<file path="src/rtl/sbox_sweep_if.sv">
// Bus bundle between the S-box sweep engine and its controller / external S-box.
// slave = sweep engine side, master = controller and S-box side.
interface sbox_sweep_if;
    logic       start;
    logic       busy;
    logic       done;
    logic [5:0] sbox_x;
    logic [5:0] sbox_y;
    logic       bijective;
    logic       dup_valid;
    logic [5:0] first_dup;
    logic [6:0] fixed_cnt;
    logic [5:0] xor_sum;
    logic [5:0] rd_addr;
    logic [5:0] rd_data;

    modport slave (
        input  start, sbox_y, rd_addr,
        output busy, done, sbox_x, bijective, dup_valid, first_dup,
               fixed_cnt, xor_sum, rd_data
    );

    modport master (
        output start, sbox_y, rd_addr,
        input  busy, done, sbox_x, bijective, dup_valid, first_dup,
               fixed_cnt, xor_sum, rd_data
    );
endinterface

</file>
<file path="src/rtl/sbox_sweep.sv">
// Sweeps a 6-bit external S-box over inputs 0..LAST and gathers collision/fixed-point/XOR stats.
// Define SBOX_SWEEP_TABLE_EN to add a 64x6 capture table readable through rd_addr/rd_data.
module sbox_sweep #(
    parameter int unsigned LAST = 63
) (
    input  logic         clk,
    input  logic         rst,
    sbox_sweep_if.slave  bus
);

    typedef enum logic [1:0] {IDLE, SWEEP, DONE} state_t;

    localparam logic [5:0] LAST_X = 6'(LAST);

    state_t      state_q, state_d;
    logic [5:0]  x_q, x_d;
    logic [63:0] seen_q, seen_d;
    logic        dup_q, dup_d;
    logic [5:0]  first_dup_q, first_dup_d;
    logic [6:0]  fixed_cnt_q, fixed_cnt_d;
    logic [5:0]  xor_sum_q, xor_sum_d;

    always_ff @(posedge clk or posedge rst) begin
        if (rst) begin
            state_q     <= IDLE;
            x_q         <= '0;
            seen_q      <= '0;
            dup_q       <= 1'b0;
            first_dup_q <= '0;
            fixed_cnt_q <= '0;
            xor_sum_q   <= '0;
        end else begin
            state_q     <= state_d;
            x_q         <= x_d;
            seen_q      <= seen_d;
            dup_q       <= dup_d;
            first_dup_q <= first_dup_d;
            fixed_cnt_q <= fixed_cnt_d;
            xor_sum_q   <= xor_sum_d;
        end
    end

    always_comb begin
        state_d     = state_q;
        x_d         = x_q;
        seen_d      = seen_q;
        dup_d       = dup_q;
        first_dup_d = first_dup_q;
        fixed_cnt_d = fixed_cnt_q;
        xor_sum_d   = xor_sum_q;
        case (state_q)
            IDLE: begin
                if (bus.start) begin
                    state_d     = SWEEP;
                    x_d         = '0;
                    seen_d      = '0;
                    dup_d       = 1'b0;
                    first_dup_d = '0;
                    fixed_cnt_d = '0;
                    xor_sum_d   = '0;
                end
            end
            SWEEP: begin
                xor_sum_d = xor_sum_q ^ bus.sbox_y;
                if (bus.sbox_y == x_q) begin
                    fixed_cnt_d = fixed_cnt_q + 7'd1;
                end
                // Only the earliest colliding input is recorded.
                if (seen_q[bus.sbox_y] && !dup_q) begin
                    dup_d       = 1'b1;
                    first_dup_d = x_q;
                end
                seen_d[bus.sbox_y] = 1'b1;
                if (x_q == LAST_X) begin
                    state_d = DONE;
                end else begin
                    x_d = x_q + 6'd1;
                end
            end
            DONE:    state_d = IDLE;
            default: state_d = IDLE;
        endcase
    end

    assign bus.busy      = (state_q != IDLE);
    assign bus.done      = (state_q == DONE);
    assign bus.sbox_x    = x_q;
    assign bus.bijective = ~dup_q;
    assign bus.dup_valid = dup_q;
    assign bus.first_dup = first_dup_q;
    assign bus.fixed_cnt = fixed_cnt_q;
    assign bus.xor_sum   = xor_sum_q;

`ifdef SBOX_SWEEP_TABLE_EN
    // Capture storage is deliberately left out of reset so it can map to RAM.
    logic [5:0] cap_q [64];
    logic [5:0] rd_data_q;

    always_ff @(posedge clk) begin
        if (state_q == SWEEP) begin
            cap_q[x_q] <= bus.sbox_y;
        end
        rd_data_q <= cap_q[bus.rd_addr];
    end

    assign bus.rd_data = rd_data_q;
`else
    logic unused_rd_addr;
    assign unused_rd_addr = ^bus.rd_addr;
    assign bus.rd_data    = '0;
`endif

endmodule

</file>
<file path="src/flat_wrapper.sv">
// flat-port wrapper written by rule: the top's interface ports become plain ports
module sbox_sweep_flat 
#(
    parameter int unsigned LAST = 63
)
  (clk, rst, bus_start, bus_sbox_y, bus_rd_addr, bus_busy, bus_done, bus_sbox_x, bus_bijective, bus_dup_valid, bus_first_dup, bus_fixed_cnt, bus_xor_sum, bus_rd_data);
  sbox_sweep_if bus_i ();
  input  logic clk;
  input  logic rst;
  input wire logic [$bits(bus_i.start)-1:0] bus_start;
  input wire logic [$bits(bus_i.sbox_y)-1:0] bus_sbox_y;
  input wire logic [$bits(bus_i.rd_addr)-1:0] bus_rd_addr;
  output wire logic [$bits(bus_i.busy)-1:0] bus_busy;
  output wire logic [$bits(bus_i.done)-1:0] bus_done;
  output wire logic [$bits(bus_i.sbox_x)-1:0] bus_sbox_x;
  output wire logic [$bits(bus_i.bijective)-1:0] bus_bijective;
  output wire logic [$bits(bus_i.dup_valid)-1:0] bus_dup_valid;
  output wire logic [$bits(bus_i.first_dup)-1:0] bus_first_dup;
  output wire logic [$bits(bus_i.fixed_cnt)-1:0] bus_fixed_cnt;
  output wire logic [$bits(bus_i.xor_sum)-1:0] bus_xor_sum;
  output wire logic [$bits(bus_i.rd_data)-1:0] bus_rd_data;
  assign bus_i.start = bus_start;
  assign bus_i.sbox_y = bus_sbox_y;
  assign bus_i.rd_addr = bus_rd_addr;
  assign bus_busy = bus_i.busy;
  assign bus_done = bus_i.done;
  assign bus_sbox_x = bus_i.sbox_x;
  assign bus_bijective = bus_i.bijective;
  assign bus_dup_valid = bus_i.dup_valid;
  assign bus_first_dup = bus_i.first_dup;
  assign bus_fixed_cnt = bus_i.fixed_cnt;
  assign bus_xor_sum = bus_i.xor_sum;
  assign bus_rd_data = bus_i.rd_data;
  sbox_sweep #(.LAST(LAST)) u_core (.clk(clk), .rst(rst), .bus(bus_i));
endmodule
</file>
<file path="config.mk">
export PLATFORM = sky130hd
export DESIGN_NAME = sbox_sweep_flat
export DESIGN_NICKNAME = d
export VERILOG_FILES = /design/src/rtl/sbox_sweep_if.sv /design/src/rtl/sbox_sweep.sv /design/src/flat_wrapper.sv
export SDC_FILE = /design/constraint.sdc
export NUM_CORES = 1
export LEC_CHECK = 0
export ABC_AREA = 1
export CAP_MARGIN = 20
export CORE_MARGIN = 2
export CORE_UTILIZATION = 60
export CTS_BUF_LIST = sky130_fd_sc_hd__clkbuf_8
export DETAILED_ROUTE_END_ITERATION = 6
export HOLD_SLACK_MARGIN = 0.05
export PLACE_DENSITY = 0.93
export SLEW_MARGIN = 30
export SYNTH_ARGS = -nofsm -noshare
export SYNTH_HDL_FRONTEND = slang
export SYNTH_SLANG_ARGS = --single-unit
</file>
<file path="constraint.sdc">
create_clock -name clk -period 7.3 [get_ports clk]
set_clock_uncertainty 0.15 [all_clocks]
set_input_delay 1.46 -clock clk [delete_from_list [all_inputs] [get_ports clk]]
set_output_delay 1.46 -clock clk [all_outputs]
set_load 0.01 [all_outputs]
</file>
== Word level (Yosys, flattened, before mapping) ==
Cells that the tools add are included.

* Flip-flop bits (word level): 92
* Input port bits: 15
* Output and inout port bits: 35
* Word-level logic and storage cells: 55

* $add $sub $neg: 2
* Magnitude comparators: 2
* Equal/unequal tests: 9
* Muxes and demuxes: 21
* Bitwise operators: 3
* Reduce and logical (&&, ||, !) cells: 11

{| class="wikitable"
|+ Operator list
! kind !! count
|-
| 64-bit one-hot mux with 2 select lines || 1
|-
| 64-bit two-way mux || 1
|-
| 64-bit bitwise OR || 1
|-
| 6-bit one-hot mux with 2 select lines || 3
|-
| 6-bit two-way mux || 3
|-
| 7-bit two-way mux || 2
|-
| 7-bit one-hot mux with 2 select lines || 1
|-
| 3-bit AND reduction || 3
|-
| 7-bit by 1-bit adder with 7-bit output, second input constant || 1
|-
| 6-bit by 7-bit less-than comparator with 1-bit output, second input constant || 1
|-
| 6-bit by 1-bit adder with 6-bit output, second input constant || 1
|-
| 1-bit binary-select mux with 6-bit select || 1
|-
| 1-bit demux with 6-bit select || 1
|-
| 6-bit == test || 1
|-
| 6-bit == test, second input constant || 1
|-
| 6-bit by 1-bit greater-or-equal comparator with 1-bit output, second input constant || 1
|-
| 2-bit by 1-bit inequality test with 1-bit output, second input constant || 3
|-
| 6-bit XOR || 1
|-
| 1-bit two-way mux || 4
|-
| 2-bit two-way mux || 2
|-
| 2-bit inequality test, second input constant || 2
|-
| 2-bit one-hot mux with 2 select lines || 1
|-
| 2-bit AND reduction || 2
|-
| 2-bit nonzero test || 2
|-
| 7 further kinds || 8
|}

== Depth between registers and ports, before layout ==
Gate-level depths: netlist of run 1.

* Word-level depth: 6
* Mapped depth: 14
* Gate-level depth less buffers: 11

== Least setup slack after synthesis of run 1 ==
OpenSTA, ideal clock, no wires.

* Kind: input to register
* Start: input bus_sbox_y[0]
* End: register u_core.dup_q, in the netlist u_core.bus.dup_valid
* Library setup time: 128 ps
* Arrival: 2,547 ps
* Setup slack: 4,476 ps
* Stages on the path: 13
* Path buffers: 3
* Cell sequence: buf_6 inv_4 buf_8 buf_8 nand2_2 nand3_2 nand2_1 o21ai_1 nand2_1 nor2_2 nand2_4 nand2_8 o21ai_0

* Word-level cells in the longest chain between the ends: 5

{| class="wikitable"
|+ Ends and longest elaborated chain
! what !! line !! source
|-
| start, declared || flat_wrapper.sv:11 || <nowiki>input wire logic [$bits(bus_i.sbox_y)-1:0] bus_sbox_y;</nowiki>
|-
| 1-bit binary-select mux with 6-bit select || sbox_sweep.sv:69 || <nowiki>if (seen_q[bus.sbox_y] && !dup_q) begin</nowiki>
|-
| 1-bit two-way mux (not written as such) || sbox_sweep.sv:69 ||
|-
| 1-bit logical AND || sbox_sweep.sv:69 ||
|-
| 2-bit by 1-bit inequality test with 1-bit output (no source line) || - ||
|-
| 3-bit AND reduction (no source line) || - ||
|-
| end signal, assigned || sbox_sweep.sv:36 || <nowiki>dup_q <= dup_d;</nowiki>
|-
| end, declared || sbox_sweep.sv:18 || <nowiki>logic dup_q, dup_d;</nowiki>
|}

Every way passes these cells. The select of a mux whose other input is x is not followed.
A chain may end at the register's enable or synchronous reset.

== Worst setup path in the final report of run 1 ==
* Start: input bus_sbox_y[0]
* End: register u_core.first_dup_q[0], in the netlist u_core.bus.first_dup[0]

* Word-level cells in the longest chain between the ends: 5

{| class="wikitable"
|+ Ends and longest elaborated chain
! what !! line !! source
|-
| 1-bit binary-select mux with 6-bit select || sbox_sweep.sv:69 ||
|-
| 1-bit two-way mux (not written as such) || sbox_sweep.sv:69 ||
|-
| 1-bit logical AND || sbox_sweep.sv:69 ||
|-
| 2-bit by 1-bit inequality test with 1-bit output (no source line) || - ||
|-
| 3-bit AND reduction (no source line) || - ||
|-
| end signal, assigned || sbox_sweep.sv:37 || <nowiki>first_dup_q <= first_dup_d;</nowiki>
|-
| end, declared || sbox_sweep.sv:19 || <nowiki>logic [5:0] first_dup_q, first_dup_d;</nowiki>
|}

Every way passes these cells. The select of a mux whose other input is x is not followed.

==> results of run 1 <==
==> area by class of cell <==
cell class / instances / area [um^2] / share of cell area [%]
sequential: 92 / 2300 / 44.8
multi-input combinational: 346 / 1770 / 34.4
timing repair buffer: 40 / 397 / 7.73
inverter: 97 / 368 / 7.17
clock buffer: 10 / 138 / 2.68
tap: 99 / 124 / 2.41
clock inverter: 3 / 40.0 / 0.780
==> power breakdown <==
group / internal, mW / switching (mW)
clock network: 0.161 / 0.168
logic: 0.329 / 0.431
registers: 0.734 / 0.116
total: 1.22 / 0.715
==> layout by cell type, fill, tap and decap left out, types with 2 or more instances in the layout <==
cell	synthesis	layout
nand4_1	5	5
a21oi_1	15	15
o31ai_2	2	2
xor2_1	2	2
o211ai_1	2	2
buf_4	10	2
a31oi_1	2	2
nand3_2	7	7
dfrtp_1	92	92
nand3_1	42	42
o21ai_1	5	5
o22ai_1	52	52
o21ai_0	16	16
nand2_4	2	2
nand2_2	2	2
conb_1	1	6
clkinv_2	0	3
inv_1	95	93
clkbuf_8	0	10
nand2_1	131	131
nor2_1	26	26
o32ai_1	4	4
xnor2_1	5	5
clkdlybuf4s50_1	0	37
ha_1	2	2
nor2_2	5	5
nor3_1	9	9
==> logic make-up after synthesis <==
kind of cell | after synthesis | share of synthesized area, %
AND/OR/NAND/NOR | 233 | 23.1
buffers and inverters | 125 | 12.0
AO/OA/AOI/OAI | 98 | 12.9
flip-flops | 92 | 50.0
XOR/XNOR | 7 | 1.33
adder cells (fa/ha/maj) | 2 | 0.544
other | 1 | 0.0815
==> state kept, by name, summed over array words and instances, names as in the netlist <==
name                  count
u_core.bus.fixed_cnt      7
u_core.seen_q            64
u_core.bus.first_dup      6
u_core.bus.xor_sum        6
u_core.bus.dup_valid      1
u_core.state_q            2
u_core.bus.sbox_x         6
==> layer usage <==
metal	track usage (%)	share of wire, %	wire length (um)	up-vias
met1	37.4	42	4490	1904
met5	0	0	0	-
met4	15.4	4.1	435	0
met3	4.32	6.1	657	46
li1	-	-	-	1850
met2	42.7	48	5150	175
==> worst max-delay path by stage <==
stage | slack, ns | from | depth (start not counted) | endpoint
CTS | 3.80 | bus_sbox_y[0] | 13 | u_core.bus.first_dup[0]$_DFFE_PP0P_
floorplan | 3.30 | rst | 1 | u_core.bus.dup_valid$_DFFE_PP0P_
finish | 3.76 | bus_sbox_y[0] | 13 | u_core.bus.first_dup[0]$_DFFE_PP0P_
global placement | 3.47 | bus_sbox_y[0] | 12 | u_core.bus.dup_valid$_DFFE_PP0P_
detailed placement | 3.44 | bus_sbox_y[0] | 13 | u_core.bus.first_dup[0]$_DFFE_PP0P_
global route | 3.56 | bus_sbox_y[0] | 13 | u_core.bus.first_dup[0]$_DFFE_PP0P_
==> per-stage QoR <==
stage | util [%] | cell area (um^2) | hold WS [ns] | power [mW] | setup WS (ns)
floorplan | - | 4620 | 0.304 | 1.34 | 3.30
global placement | 67.6 | 4950 | 0.303 | 1.55 | 3.47
detailed placement | 67.6 | 4960 | 0.313 | 1.60 | 3.44
CTS | 70.0 | 5130 | 0.329 | 1.93 | 3.80
global route | 70.0 | 5130 | 0.347 | 2.07 | 3.56
finish | 70.0 | 5130 | 0.324 | 1.94 | 3.76
==> flow_summary.ini, run 1 <==
[status]
outcome = finished clean

[worst_setup_path]
crit_family = buffers and inverters
slowest_stage = clkdlybuf4s50_1
path_class = in2reg
arrival_ns = 3.70
rr_endpoint = u_core.bus.sbox_x[5]$_DFFE_PP0P_
crit_fanout = 41
crit_path_start_kind = input port
cp_slowest_stage_delay_ns = 0.39
rr_worst_depth = 10
path_common_cell = nand2_1
r2r_start = u_core.state_q[1]$_DFFE_PP0P_
cp.required_ns = 7.45
crit_buf_inv = 3
worstPathCellList = clkdlybuf4s50_1 -> buf_4 -> inv_4 -> nand2_1 -> nand3_1 -> nand2_1 -> o21ai_0 -> nand2_1 -> nor2_2 -> nand2_4 -> nand2_8 -> nand3_2 -> nand2_1
crit_path_end_kind = flip-flop
r2r_slack_ns = 4.74

[global_routing]
grt.overflow.total = 0
antenna_found_initial = 0
grt_pass1_vias = 3889
grtUsageTotal_pct = 27.7
grt_pass1_wl_um = 18400
grt_max_degree = 93

[floorplanning]
pin_count = 50
die_w_um = 91.6
die_h_um = 91.6
dieArea_um2 = 8380
start_util_pct = 62.8
core-area_um2 = 7330
fp-row-count = 31

[clock_tree]
clockBufferDepth = 2
tritoncts = done
root_buffer = clkbuf_8
hold_buffers = 0
htree_levels = 3
numCtsBuffers = 9
cts_resized = 0
clkTransAtPathRegs_ns = 0.09
clkSinkCount = 92
post_cts_buffers = 0
worst_skew_pair.late_latency_ns = 0.37

[sta]
max_slew_margin_pct = 44.1
fin_crit_sh_pct = 48.5
fin_setup_tns_ns = 0
finalHoldViolCount = 0
layout_min_cycle_time_ns = 3.54
setup_viol = 0
fmax_mhz = 282
maxSlewViolCount = 0
grt_setup_unrepaired = false
worst_pin_slew_ns = 0.836

[yosys]
synth_edf_count = 0
yosys-top-cells-area = dfrtp_1 (50%), nand2_1 (11%), inv_1 (7.8%)
synth_area_um2 = 4600
synth_most_common_cell = nand2_1
post_synth.cell_area_avg_um2 = 8.24
synth_flop_cell = dfrtp_1
ys_ff_latch = 92
synth_top_area_share_pct = 50.0
yosysSeqAreaShare_pct = 50.0
synth_area_leader_cell = dfrtp_1
ys_async_sr_fraction_pct = 100
ys_top_cells_by_count = nand2_1 (131), inv_1 (95), dfrtp_1 (92)
synth.distinct_cells = 34
synth_cells = 558
yosysWarnings = 0

[min_path]
hold_path_class = reg2reg
holdCritStartpoint = u_core.bus.xor_sum[2]$_DFFE_PP0P_
min_to = u_core.bus.xor_sum[2]$_DFFE_PP0P_
hold_depth = 1

[cells_and_area]
n_fill_cell = 520
instances_no_fill = 687
drive_above_1_share_pct = 6.80
area_growth_pct = 11.6
nets = 603
diodes = 0

[power_and_ir_drop]
ir_drop_v = 0.000248
p_per_area_nw_per_um2 = 378
cellLeakagePower_nw = 2.53

[placed_design]
placed_cells = 674
dp_hpwl_um = 7060
place_congestion = 0.878
port_buffers = 37

[detailed_routing]
wl_per_cell_um = 15.6
drtIter0Drc = 443
via_count = 3975
wl_um = 10700
ant_nets = 0
vias_per_cell = 5.79
drt-pass1-iter-count = 5
drc = 0

[job]
cap_violations = 0
(Power assumes the default switching activity.)
==> run 2: changes to the inputs <==
- CORE_UTILIZATION: 60 -> 53
- PLACE_DENSITY: 0.93 -> 0.88
- clock period: 7.3 -> 3 ns (I/O delays scaled with it)
==> flow_summary.ini, run 2 (synthesized netlist as in run 1, its figures left out) <==
[job]
cap_violations = 0

[min_path]
hold_path_class = reg2reg
hold_depth = 1

[floorplanning]
die_h_um = 97.2
core-area_um2 = 8300
start_util_pct = 55.4
die_w_um = 97.2
pin_count = 50
dieArea_um2 = 9440
fp-row-count = 33

[sta]
finalHoldViolCount = 0
fin_setup_tns_ns = 0
fin_crit_sh_pct = 82.1
worst_pin_slew_ns = 0.695
grt_setup_unrepaired = false
layout_min_cycle_time_ns = 2.46
max_slew_margin_pct = 53.7
setup_viol = 0
fmax_mhz = 406
maxSlewViolCount = 0

[clock_tree]
tritoncts = done
clkTransAtPathRegs_ns = 0.10
htree_levels = 3
clockBufferDepth = 2
clkSinkCount = 92
hold_buffers = 0
root_buffer = clkbuf_8
cts_resized = 0
post_cts_buffers = 0
numCtsBuffers = 9
worst_skew_pair.late_latency_ns = 0.38

[global_routing]
grt_pass1_vias = 4012
antenna_found_initial = 0
grtUsageTotal_pct = 24.7
grt_pass1_wl_um = 18800
grt.overflow.total = 0
grt_max_degree = 67

[worst_setup_path]
crit_family = buffers and inverters
crit_fanout = 39
cp_slowest_stage_delay_ns = 0.48
path_common_cell = nand2_1
crit_buf_inv = 2
cp.required_ns = 3.09
slowest_stage = clkdlybuf4s50_1
crit_path_end_kind = flip-flop
crit_path_start_kind = input port
path_class = in2reg
rr_worst_depth = 11
path_depth = 11
worstPathCellList = clkdlybuf4s50_1 -> inv_4 -> nand2_1 -> nand3_1 -> nand2_1 -> o21ai_0 -> nand2_1 -> nor2_2 -> nand2_4 -> nand2_8 -> o21ai_0
arrival_ns = 2.55

[status]
outcome = finished clean

[power_and_ir_drop]
p_per_area_nw_per_um2 = 922
ir_drop_v = 0.000543
cellLeakagePower_nw = 2.58

[cells_and_area]
area_growth_pct = 14.3
diodes = 0
multi_input_area_um2 = 1770
n_fill_cell = 647
largest-register = u_core.seen_q
nets = 612
final_common_cell = nand2_1
stdcell_area_um2 = 5260
largest_reg_flops = 64
layout_common_cells = nand2_1 (131), inv_1 (94), dfrtp_1 (92), o22ai_1 (52), nand3_1 (42)
seq_area_um2 = 2300
drive_above_1_share_pct = 8.50

[detailed_routing]
wl_met3_um = 890
drtIter0Drc = 397
wl_met1_um = 4540
drt-pass1-iter-count = 6
drc = 0
vias_per_cell = 5.72
ant_nets = 0
via_count = 4031
top_layer = met4
wl_um = 11200
met2WireLength_um = 5480
wl_per_cell_um = 15.9

[placed_design]
port_buffers = 37
dp_hpwl_um = 7580
place_congestion = 0.853
place_area_um2 = 5040
[run 2: final timing paths]
check	end	slack [ns]	from
max	u_core.bus.dup_valid$_DFFE_PP0P_	0.54	bus_sbox_y[0]
max in group asynchronous	u_core.bus.sbox_x[4]$_DFFE_PP0P_	1.62	rst
min	u_core.bus.xor_sum[4]$_DFFE_PP0P_	0.31	u_core.bus.xor_sum[4]$_DFFE_PP0P_
min in group asynchronous	u_core.seen_q[34]$_DFFE_PP0P_	0.43	rst
min reg2reg	u_core.bus.xor_sum[4]$_DFFE_PP0P_	0.31	u_core.bus.xor_sum[4]$_DFFE_PP0P_
max reg2reg	u_core.bus.sbox_x[5]$_DFFE_PP0P_	0.91	u_core.bus.sbox_x[0]$_DFFE_PP0P_
[run 2: power by group]
group,leakage [nW],switching (mW),internal [mW],total [mW]
clock network,0.107,0.445,0.466,0.911
logic,1.29,1.05,0.822,1.87
registers,1.18,0.287,1.79,2.07
[run 2: routing by layer]
layer	global-route usage, %	vias to the layer above
li1	-	1873
met4	13.2	0
met1	32.1	1925
met3	4.39	34
met2	39.5	199
met5	0	-
[run 2: final cells by class]
| class | count | share of cell area [%] |
|---|---|---|
| Clock buffer | 9 | 2.36 |
| Clock inverter | 7 | 1.76 |
| Tap cell | 105 | 2.50 |
| Inverter | 97 | 7.04 |
| Timing Repair Buffer | 49 | 8.99 |
| Multi-Input combinational cell | 346 | 33.6 |
| Sequential cell | 92 | 43.8 |
[run 2: through the flow]
step / worst slack [ns] / cells / total power, mW / hold WS, ns / utilization (%)
floorplan: 1.04 / 563 / 3.26 / 0.304 / -
global placement: 0.262 / 689 / 3.81 / 0.301 / 60.8
detailed placement: 0.224 / 689 / 3.94 / 0.302 / 60.8
CTS: 0.591 / 705 / 4.84 / 0.319 / 63.4
global route: 0.369 / 705 / 5.18 / 0.342 / 63.4
finish: 0.536 / 705 / 4.85 / 0.314 / 63.4
